`src/rtl/rvfi_check_pkg.sv`:
```
// Shared types and helpers for the RVFI instruction-memory learn/check block.
package rvfi_check_pkg;

    localparam int unsigned HW_BYTES = 2;

    typedef logic [15:0] halfword_t;

    function automatic logic is_rvc(input logic [31:0] insn);
        return insn[1:0] != 2'b11;
    endfunction

    // Modular distance from the window base; callers truncate to their XLEN.
    function automatic logic [63:0] win_offset(input logic [63:0] addr,
                                               input logic [63:0] base);
        return addr - base;
    endfunction

endpackage

```
`src/rtl/rvfi_imem_window_slot.sv`:
```
// One watched halfword: a valid bit plus the learned value, written once after reset.
module rvfi_imem_window_slot (
    input  logic        clk_i,
    input  logic        reset_i,
    input  logic        learn_i,
    input  logic [15:0] data_i,
    output logic        valid_o,
    output logic [15:0] data_o
);

    logic        valid_q;
    logic [15:0] data_q;

    always_ff @(posedge clk_i) begin
        if (reset_i) begin
            valid_q <= 1'b0;
            data_q  <= '0;
        end else if (learn_i && !valid_q) begin
            valid_q <= 1'b1;
            data_q  <= data_i;
        end
    end

    assign valid_o = valid_q;
    assign data_o  = data_q;

endmodule

```
`src/rtl/rvfi_imem_learn_check.sv`:
```
// Self-learning instruction-memory consistency checker on the RVFI retire bus.
// Define RVFI_IMEM_ASSERT_EN to add an immediate assertion on every halfword compare.
module rvfi_imem_learn_check
    import rvfi_check_pkg::*;
#(
    parameter int unsigned XLEN      = 32,
    parameter int unsigned NRET      = 1,
    parameter int unsigned NWATCH    = 4,
    parameter int unsigned SKIP_TRAP = 1
) (
    input  logic                                   clk,
    input  logic                                   reset,
    input  logic [XLEN-1:0]                        win_base,
    input  logic [NRET-1:0]                        rvfi_valid,
    input  logic [NRET*32-1:0]                     rvfi_insn,
    input  logic [NRET-1:0]                        rvfi_trap,
    input  logic [NRET*XLEN-1:0]                   rvfi_pc_rdata,
    output logic                                   err,
    output logic [((NRET > 1) ? $clog2(NRET) : 1)-1:0] err_chan,
    output logic [XLEN-1:0]                        err_addr,
    output logic [15:0]                            err_expected,
    output logic [15:0]                            err_actual,
    output logic [$clog2(NWATCH):0]                learned_cnt
);

    localparam int unsigned CW   = (NRET > 1) ? $clog2(NRET) : 1;
    localparam int unsigned SW   = (NWATCH > 1) ? $clog2(NWATCH) : 1;
    localparam int unsigned CNTW = $clog2(NWATCH) + 1;
    localparam int unsigned NEV  = 2 * NRET;

    logic [NWATCH-1:0] slot_valid;
    halfword_t         slot_data  [NWATCH];
    logic [NWATCH-1:0] learn;
    halfword_t         learn_data [NWATCH];

    for (genvar s = 0; s < NWATCH; s++) begin : g_slot
        rvfi_imem_window_slot u_slot (
            .clk_i   (clk),
            .reset_i (reset),
            .learn_i (learn[s]),
            .data_i  (learn_data[s]),
            .valid_o (slot_valid[s]),
            .data_o  (slot_data[s])
        );
    end

    logic [XLEN-1:0]   base_eff;
    logic [NWATCH-1:0] vld_w;
    halfword_t         dat_w [NWATCH];
    logic [31:0]       insn_c;
    halfword_t         hw;
    logic [XLEN-1:0]   addr;
    logic [XLEN-1:0]   off;
    logic              en;
    logic [SW-1:0]     idx;
    logic [NEV-1:0]    ev_cmp;
    logic [NEV-1:0]    ev_mis;
    logic              found;
    logic [CW-1:0]     f_chan;
    logic [XLEN-1:0]   f_addr;
    halfword_t         f_exp;
    halfword_t         f_act;

    assign base_eff = win_base & ~XLEN'(1);

    // Walk channels in order, lo before hi, against a working copy of the slots so that a
    // value learned earlier this cycle is already visible to later halfwords.
    always_comb begin
        vld_w      = slot_valid;
        dat_w      = slot_data;
        learn      = '0;
        learn_data = slot_data;
        insn_c     = '0;
        hw         = '0;
        addr       = '0;
        off        = '0;
        en         = 1'b0;
        idx        = '0;
        ev_cmp     = '0;
        ev_mis     = '0;
        found      = 1'b0;
        f_chan     = '0;
        f_addr     = '0;
        f_exp      = '0;
        f_act      = '0;
        for (int c = 0; c < NRET; c++) begin
            insn_c = rvfi_insn[c*32 +: 32];
            for (int h = 0; h < 2; h++) begin
                hw   = (h == 0) ? insn_c[15:0] : insn_c[31:16];
                addr = rvfi_pc_rdata[c*XLEN +: XLEN] + ((h == 0) ? '0 : XLEN'(HW_BYTES));
                off  = XLEN'(win_offset(64'(addr), 64'(base_eff)));
                en   = rvfi_valid[c] && !((SKIP_TRAP != 0) && rvfi_trap[c])
                       && ((h == 0) || !is_rvc(insn_c))
                       && !off[0] && (off < XLEN'(2 * NWATCH));
                idx  = off[SW:1];
                if (en) begin
                    if (!vld_w[idx]) begin
                        vld_w[idx]      = 1'b1;
                        dat_w[idx]      = hw;
                        learn[idx]      = 1'b1;
                        learn_data[idx] = hw;
                    end else begin
                        ev_cmp[c*2+h] = 1'b1;
                        if (dat_w[idx] != hw) begin
                            ev_mis[c*2+h] = 1'b1;
                            if (!found) begin
                                found  = 1'b1;
                                f_chan = CW'(c);
                                f_addr = addr;
                                f_exp  = dat_w[idx];
                                f_act  = hw;
                            end
                        end
                    end
                end
            end
        end
    end

    logic [CNTW-1:0] cnt_q, cnt_d;
    int unsigned     cnt_sum;

    always_comb begin
        cnt_sum = int'(cnt_q) + $countones(learn);
        cnt_d   = (cnt_sum > NWATCH) ? CNTW'(NWATCH) : CNTW'(cnt_sum);
    end

    logic            err_q;
    logic [CW-1:0]   err_chan_q;
    logic [XLEN-1:0] err_addr_q;
    halfword_t       err_exp_q;
    halfword_t       err_act_q;

    always_ff @(posedge clk) begin
        if (reset) begin
            err_q      <= 1'b0;
            err_chan_q <= '0;
            err_addr_q <= '0;
            err_exp_q  <= '0;
            err_act_q  <= '0;
            cnt_q      <= '0;
        end else begin
            cnt_q <= cnt_d;
            if (found && !err_q) begin
                err_q      <= 1'b1;
                err_chan_q <= f_chan;
                err_addr_q <= f_addr;
                err_exp_q  <= f_exp;
                err_act_q  <= f_act;
            end
`ifdef RVFI_IMEM_ASSERT_EN
            for (int e = 0; e < NEV; e++) begin
                if (ev_cmp[e]) begin
                    assert (!ev_mis[e]);
                end
            end
`endif
        end
    end

    assign err          = err_q;
    assign err_chan     = err_chan_q;
    assign err_addr     = err_addr_q;
    assign err_expected = err_exp_q;
    assign err_actual   = err_act_q;
    assign learned_cnt  = cnt_q;

endmodule
```
`config.mk`:
```
export PLATFORM = sky130hd
export DESIGN_NAME = rvfi_imem_learn_check
export DESIGN_NICKNAME = d
export VERILOG_FILES = /design/src/rtl/rvfi_check_pkg.sv /design/src/rtl/rvfi_imem_window_slot.sv /design/src/rtl/rvfi_imem_learn_check.sv
export SDC_FILE = /design/constraint.sdc
export NUM_CORES = 1
export LEC_CHECK = 0
export ABC_AREA = 1
export CAP_MARGIN = 0
export CORE_MARGIN = 8
export CORE_UTILIZATION = 59
export CTS_CLUSTER_DIAMETER = 120
export DETAILED_ROUTE_END_ITERATION = 16
export GPL_TIMING_DRIVEN = 0
export PLACE_DENSITY = 0.93
export SYNTH_ARGS = -nofsm -noshare
export SYNTH_HDL_FRONTEND = slang
export SYNTH_HIERARCHICAL = 1
export SYNTH_SLANG_ARGS = --single-unit
```
`constraint.sdc`:
```
create_clock -name clk -period 9.7 [get_ports clk]
set_input_delay 1.94 -clock clk [delete_from_list [all_inputs] [get_ports clk]]
set_output_delay 1.94 -clock clk [all_outputs]
set_load 0.005 [all_outputs]
```
==> Yosys cells after proc, flatten, opt, wreduce, memory -nomap -nowiden <==
Cells that the tools add are included.
{ "word_totals": {"reg_bits": 136, "output_inout_bits": 69, "wordCells": 122} }
{ "classes": {"addsub": 7, "order_cmp": 11, "eq_ne": 3, "muxes": 58, "bitwise_logic": 4, "n_reduce_logical": 25} }
{ "ops": {"columns": ["operator", "count"], "rows": [
  ["$mux W16", 20],
  ["$mux W64", 4],
  ["$mux W32", 7],
  ["$bwmux W64", 2],
  ["$bmux W16 S2", 2],
  ["$demux W16 S2", 2],
  ["$lt A32 B4 Y1 const B", 2],
  ["$sub A32 B32 Y32", 2],
  ["$add A32 B2 Y32 const B", 1],
  ["$ne A16 B16 Y1", 2],
  ["$mux W4", 6],
  ["$logic_and A1 B1 Y1", 15],
  ["$mux W1", 10],
  ["$logic_not A1 Y1", 9],
  ["$or A4 B4 Y4", 2],
  ["$ge A3 B3 Y1 const B", 2],
  ["$lt A2 B3 Y1 const B", 2],
  ["$lt A3 B1 Y1 const B", 2],
  ["$not A2 Y3", 2],
  ["$add A1 B1 Y2", 2],
  ["$add A3 B3 Y4", 1],
  ["$bmux W1 S2", 2],
  ["$demux W1 S2", 2],
  ["$ge A2 B1 Y1 const B", 2],
  ["5 further kinds", 5]
]} }

==> Longest topological paths before layout <==
{ "logic_depth": {"ltp_word": 17, "ltp_mapped": 38} }

==> By module <==
Netlist, hierarchy kept.
{ "by_module_without_submodules": {"columns": ["mod", "instances", "cells_each", "area_each_um2", "seq_area_each_um2"], "rows": [
  ["rvfi_imem_learn_check", 1, 2346, 12150.4, 1361.3],
  ["rvfi_imem_window_slot", 4, 107, 724.4, 340.3]
]} }

==> Worst setup path before layout <==
No wires, ideal clock.
{ "synth_timing": {"path_type": "input to register", "from": "input rvfi_pc_rdata[3]", "to": "register cnt_q[0] (netlist: learned_cnt[0])", "arrival_time_ps": 7426, "slack_ps": 2210, "stages": 30, "n_path_buf": 0, "cell_sequence": "nand3_1 nor3_1 nand2_1 nor2_1 nand3_1 nor3_1 nand4_1 nor3_1 xor2_1 inv_1 ha_1 nand2_1 nor3_1 nand3_1 nand3_1 a21oi_1 o21ai_0 inv_1 o21ai_0 xor2_1 nand2_1 o21ai_0 inv_1 fa_1 fa_1 fa_1 nand2_1 a22oi_1 nand2_1 nor2_1"} }
{ "synth_via": {"elab_chain_cells": 13, "word_cells_on_any_way": 20, "classes_between": "add/sub: 7; order compare: 3; mux: 6; bitwise: 1; reduce/logical: 3"} }
{ "synth_rtl": {"columns": ["item", "line_no", "text"], "rows": [
  ["start: declaration", "rvfi_imem_learn_check.sv:17", "input logic [NRET*XLEN-1:0] rvfi_pc_rdata,"],
  ["parallel branches: the longest is 7 deep, another holds $add A32 B2 Y32", null, null],
  ["$mux W4 *", "rvfi_imem_learn_check.sv:96", "if (en) begin"],
  ["net learn[0]", "rvfi_imem_learn_check.sv:33", "logic [NWATCH-1:0] learn;"],
  ["$add A1 B1 Y2 (not written as such) *", "rvfi_imem_learn_check.sv:124", "cnt_sum = int'(cnt_q) + $countones(learn);"],
  ["$add A2 B2 Y3 (not written as such) *", "rvfi_imem_learn_check.sv:124", null],
  ["$add A3 B3 Y4 *", "rvfi_imem_learn_check.sv:124", null],
  ["$gt A4 B3 Y1", "rvfi_imem_learn_check.sv:125", "cnt_d = (cnt_sum > NWATCH) ? CNTW'(NWATCH) : CNTW'(cnt_sum);"],
  ["$reduce_or A2 Y1 (no source line)", null, null],
  ["end signal: assignment", "rvfi_imem_learn_check.sv:143", "cnt_q <= cnt_d;"],
  ["end: declaration", "rvfi_imem_learn_check.sv:120", "logic [CNTW-1:0] cnt_q, cnt_d;"]
]} }
Mark *: on every way through the listed nets, which the timed path passes. The select of a mux whose other input is x is not followed.
A chain may end at the register's enable or synchronous reset.

==> Final worst setup path <==
{ "layout_timing": {"from": "input rvfi_pc_rdata[2]", "to": "register cnt_q[1] (netlist: learned_cnt[1])"} }
{ "layout_via": {"elab_chain_cells": 17, "word_cells_on_any_way": 35, "classes_between": "add/sub: 7; order compare: 7; mux: 14; bitwise: 2; reduce/logical: 5"} }
{ "layout_rtl": {"columns": ["item", "line_no"], "rows": [
  ["parallel branches: the longest is 11 deep, another holds $add A32 B2 Y32", null],
  ["$mux W4 *", "rvfi_imem_learn_check.sv:96"],
  ["net learn[0]", "rvfi_imem_learn_check.sv:33"],
  ["$add A1 B1 Y2 (not written as such) *", "rvfi_imem_learn_check.sv:124"],
  ["$add A2 B2 Y3 (not written as such) *", "rvfi_imem_learn_check.sv:124"],
  ["$add A3 B3 Y4 *", "rvfi_imem_learn_check.sv:124"],
  ["$gt A4 B3 Y1", "rvfi_imem_learn_check.sv:125"],
  ["$reduce_or A2 Y1 (no source line)", null]
]} }
Marks and branches as above.

==> flow_summary.json <==
{
  "ys_types": 49,
  "synth_top_family_by_area": "simple AND/OR/NAND/NOR gates",
  "remaining_drc_errors": 0,
  "routedWlPerCell_um": 18.3,
  "clock_path_buffers": 2,
  "finalPower_mw": 1.93,
  "yosysWarningCount": 6,
  "setup_viol": 0,
  "first_pass_iters": 7,
  "nFillCells": 2333,
  "synthArstFlopShare_pct": 0,
  "synth_xor_area_share_pct": 3.49,
  "drv_slew": 0,
  "cts_tree": "built",
  "setup_slack_ns": 0.514,
  "relSlewSlack_pct": 36.8,
  "synth_nets": 2941,
  "synth_compound_area_share_pct": 10.3,
  "initial_core_util_pct": 59.9,
  "crit_type": "in2reg",
  "cts_resized": 0,
  "syn_to_final_growth_pct": 17.8,
  "clkTransAtPathRegs_ns": 0.07,
  "drt_iter0_markers": 3100,
  "synth_commonest_cells": "894 x nand2_1, 479 x inv_1, 393 x nor2_1",
  "synthCells": 2774,
  "dp_cells": 3270,
  "power_density_mw_per_mm2": 109,
  "critPathMaxStageDelay_ns": 0.59,
  "synth-simple-area-share_pct": 45.3,
  "grt-ovfl-total": 0,
  "place.gp.congestion": 1.08,
  "worst_slew_pin_slew_ns": 0.946,
  "seqCellArea_mm2": 0.00272,
  "outcome": "finished, final reports clean",
  "final_nets": 3126,
  "vias": 19100,
  "cp.arrival_ns": 9.55,
  "skew_ns": 0.0191,
  "cpMaxStageDelayCell": "clkdlybuf4s50_1",
  "die_h_um": 176,
  "grt_pass1_wl_um": 93300,
  "routed_wirelength_um": 60600,
  "synth.largest_area_cell": "nand2_1",
  "synth_top_flop_cell": "dfxtp_1",
  "fin_cells": 3302,
  "row_count": 58,
  "rsz0062_at_grt": "false",
  "post_cts.repair.setup_buffers": 0,
  "cp-start-kind": "input port",
  "ys_seq_area_share_pct": 18.1,
  "fin_crit_sh_pct": 94.7,
  "antenna_found_initial": 1,
  "yosys.area_share.adder_pct": 5.82,
  "die_w_um": 176,
  "gr-usage-all-layers_pct": 38.0,
  "utilization_pct": 70.6,
  "io_buffer_count": 166,
  "endpoint_kind": "flip-flop",
  "hold_viol_final": 0,
  "pre_cts_slack_ns": 0.366,
  "yosys-top-cells-area": "nand2_1 22%, dfxtp_1 18%, inv_1 12%",
  "core-area_mm2": 0.0251,
  "synth.area.mux_share_pct": 0.798,
  "cts-root-buf": "clkbuf_16",
  "dieArea_mm2": 0.0309,
  "yosysTopAreaCellShare_pct": 22.3,
  "ios": 169,
  "syn_area_mm2": 0.0150,
  "n_antenna_cell": 0,
  "p_leak_nw": 9.17,
  "grt_max_degree": 18,
  "drtAntennaViolNets": 0,
  "required_ns": 10.06,
  "clk_latency_ns": 0.45,
  "clock_sinks": 136,
  "synth-edff-count": 0,
  "dp_hpwl_um": 49800,
  "cp_max_fo": 4,
  "h-tree-depth": 4,
  "vias_per_cell": 5.79,
  "final.setup.tns_ns": 0,
  "maxCapViolations": 0,
  "cts_buffers": 17,
  "ir_worst_vdd_uv": 111,
  "grt_pass1_vias": 17400,
  "syn_avg_cell_area_um2": 5.42,
  "hold_buffers": 0,
  "min_path_type": "reg2reg",
  "yosys_register_bits": 136,
  "multiInputGateArea_mm2": 0.00990,
  "min_period_ns": 9.19,
  "drive_gt1_share_pct": 4.27,
  "yosysMostFrequentCell": "nand2_1",
  "fmax_mhz": 109
}
layer usage:
metal  up-vias  share of wire, %  global-route usage (%)
met3       217                16                    13.9
met5         -             0.017                   0.166
met2      1374                40                    55.0
met4         2               3.8                    14.0
met1      8533                40                    50.4
li1       9008                 -                       -
cells by family (layout without fill, tap and decap cells):
logic type      Yosys count  count (layout)
compound gates          285             285
buf+inv                 591             789
xor+xnor                 60              60
other cells               1               1
flops                   136             136
fa+ha+maj                67              67
mux                      12              12
simple gates           1622            1622
final cells by class:
type | count | area share, %
Timing Repair Buffer | 166 | 9.37
Buffer | 93 | 3.18
Clock inverter | 15 | 0.995
Tap cell | 330 | 2.33
Sequential cell | 136 | 15.4
Inverter | 498 | 10.5
Multi-Input combinational cell | 2047 | 55.8
Clock buffer | 17 | 2.40
through the flow:
step                instance area (µm²)  hold WS [ns]
floorplan                         15000         0.433
global route                      17700         0.507
detailed placement                17100         0.451
global placement                  17100         0.447
finish                            17700         0.487
CTS                               17700         0.486
state kept, by name (all words and copies together) (netlist names):
register and flops:
err 1, err_actual 16, err_addr 32, err_expected 16, g_slot.u_slot/data_o 64, g_slot.u_slot/valid_o 4, learned_cnt 3
cells in the final DEF, fill, tap and decap left out, drive strengths merged, types with 5 or more instances in the layout:
cell / n
ha: 62
a21oi: 73
nor4: 13
xor2: 48
buf: 52
mux2i: 12
o22ai: 14
xnor2: 12
dfxtp: 136
or2: 7
a221oi: 15
nand3b: 8
nand4: 78
nor3: 26
nand2: 898
fa: 5
clkbuf: 58
nor2: 404
clkdlybuf4s50: 166
clkinv: 10
nand3: 181
o21ai: 163
o21bai: 5
inv: 501
critical path, delay by kind of cell:
family	cells	cell delay [ns]
adders and majority gates	4	1.80
xor gates and xnor gates	2	0.38
and+or+nand+nor	20	3.55
AOI/OAI and AO/OA	5	1.10
buffers and inverters	3	0.76
report_power, final:
| part | switching (mW) | leakage [nW] | total (mW) | internal, mW |
|---|---|---|---|---|
| registers | 0.00000000136 | 1.09 | 0.558 | 0.558 |
| clock network | 0.335 | 0.287 | 0.684 | 0.348 |
| logic | 0.472 | 7.79 | 0.687 | 0.215 |
| total | 0.808 | 9.17 | 1.93 | 1.12 |
worst paths after layout:
kind / depth (start not counted) / end / startpoint / slack (ns)
setup reg to reg: 19 / learned_cnt[1]$_SDFF_PP0_ / g_slot[2].u_slot/valid_o$_SDFFE_PP0P_ / 5.01
hold / removal: 2 / g_slot[2].u_slot/data_o[5]$_SDFFE_PP0P_ / g_slot[2].u_slot/data_o[5]$_SDFFE_PP0P_ / 0.49
hold reg to reg: 2 / g_slot[2].u_slot/data_o[5]$_SDFFE_PP0P_ / g_slot[2].u_slot/data_o[5]$_SDFFE_PP0P_ / 0.49
setup / recovery: 34 / learned_cnt[1]$_SDFF_PP0_ / rvfi_pc_rdata[2] / 0.51
(Power assumes the default switching activity.)
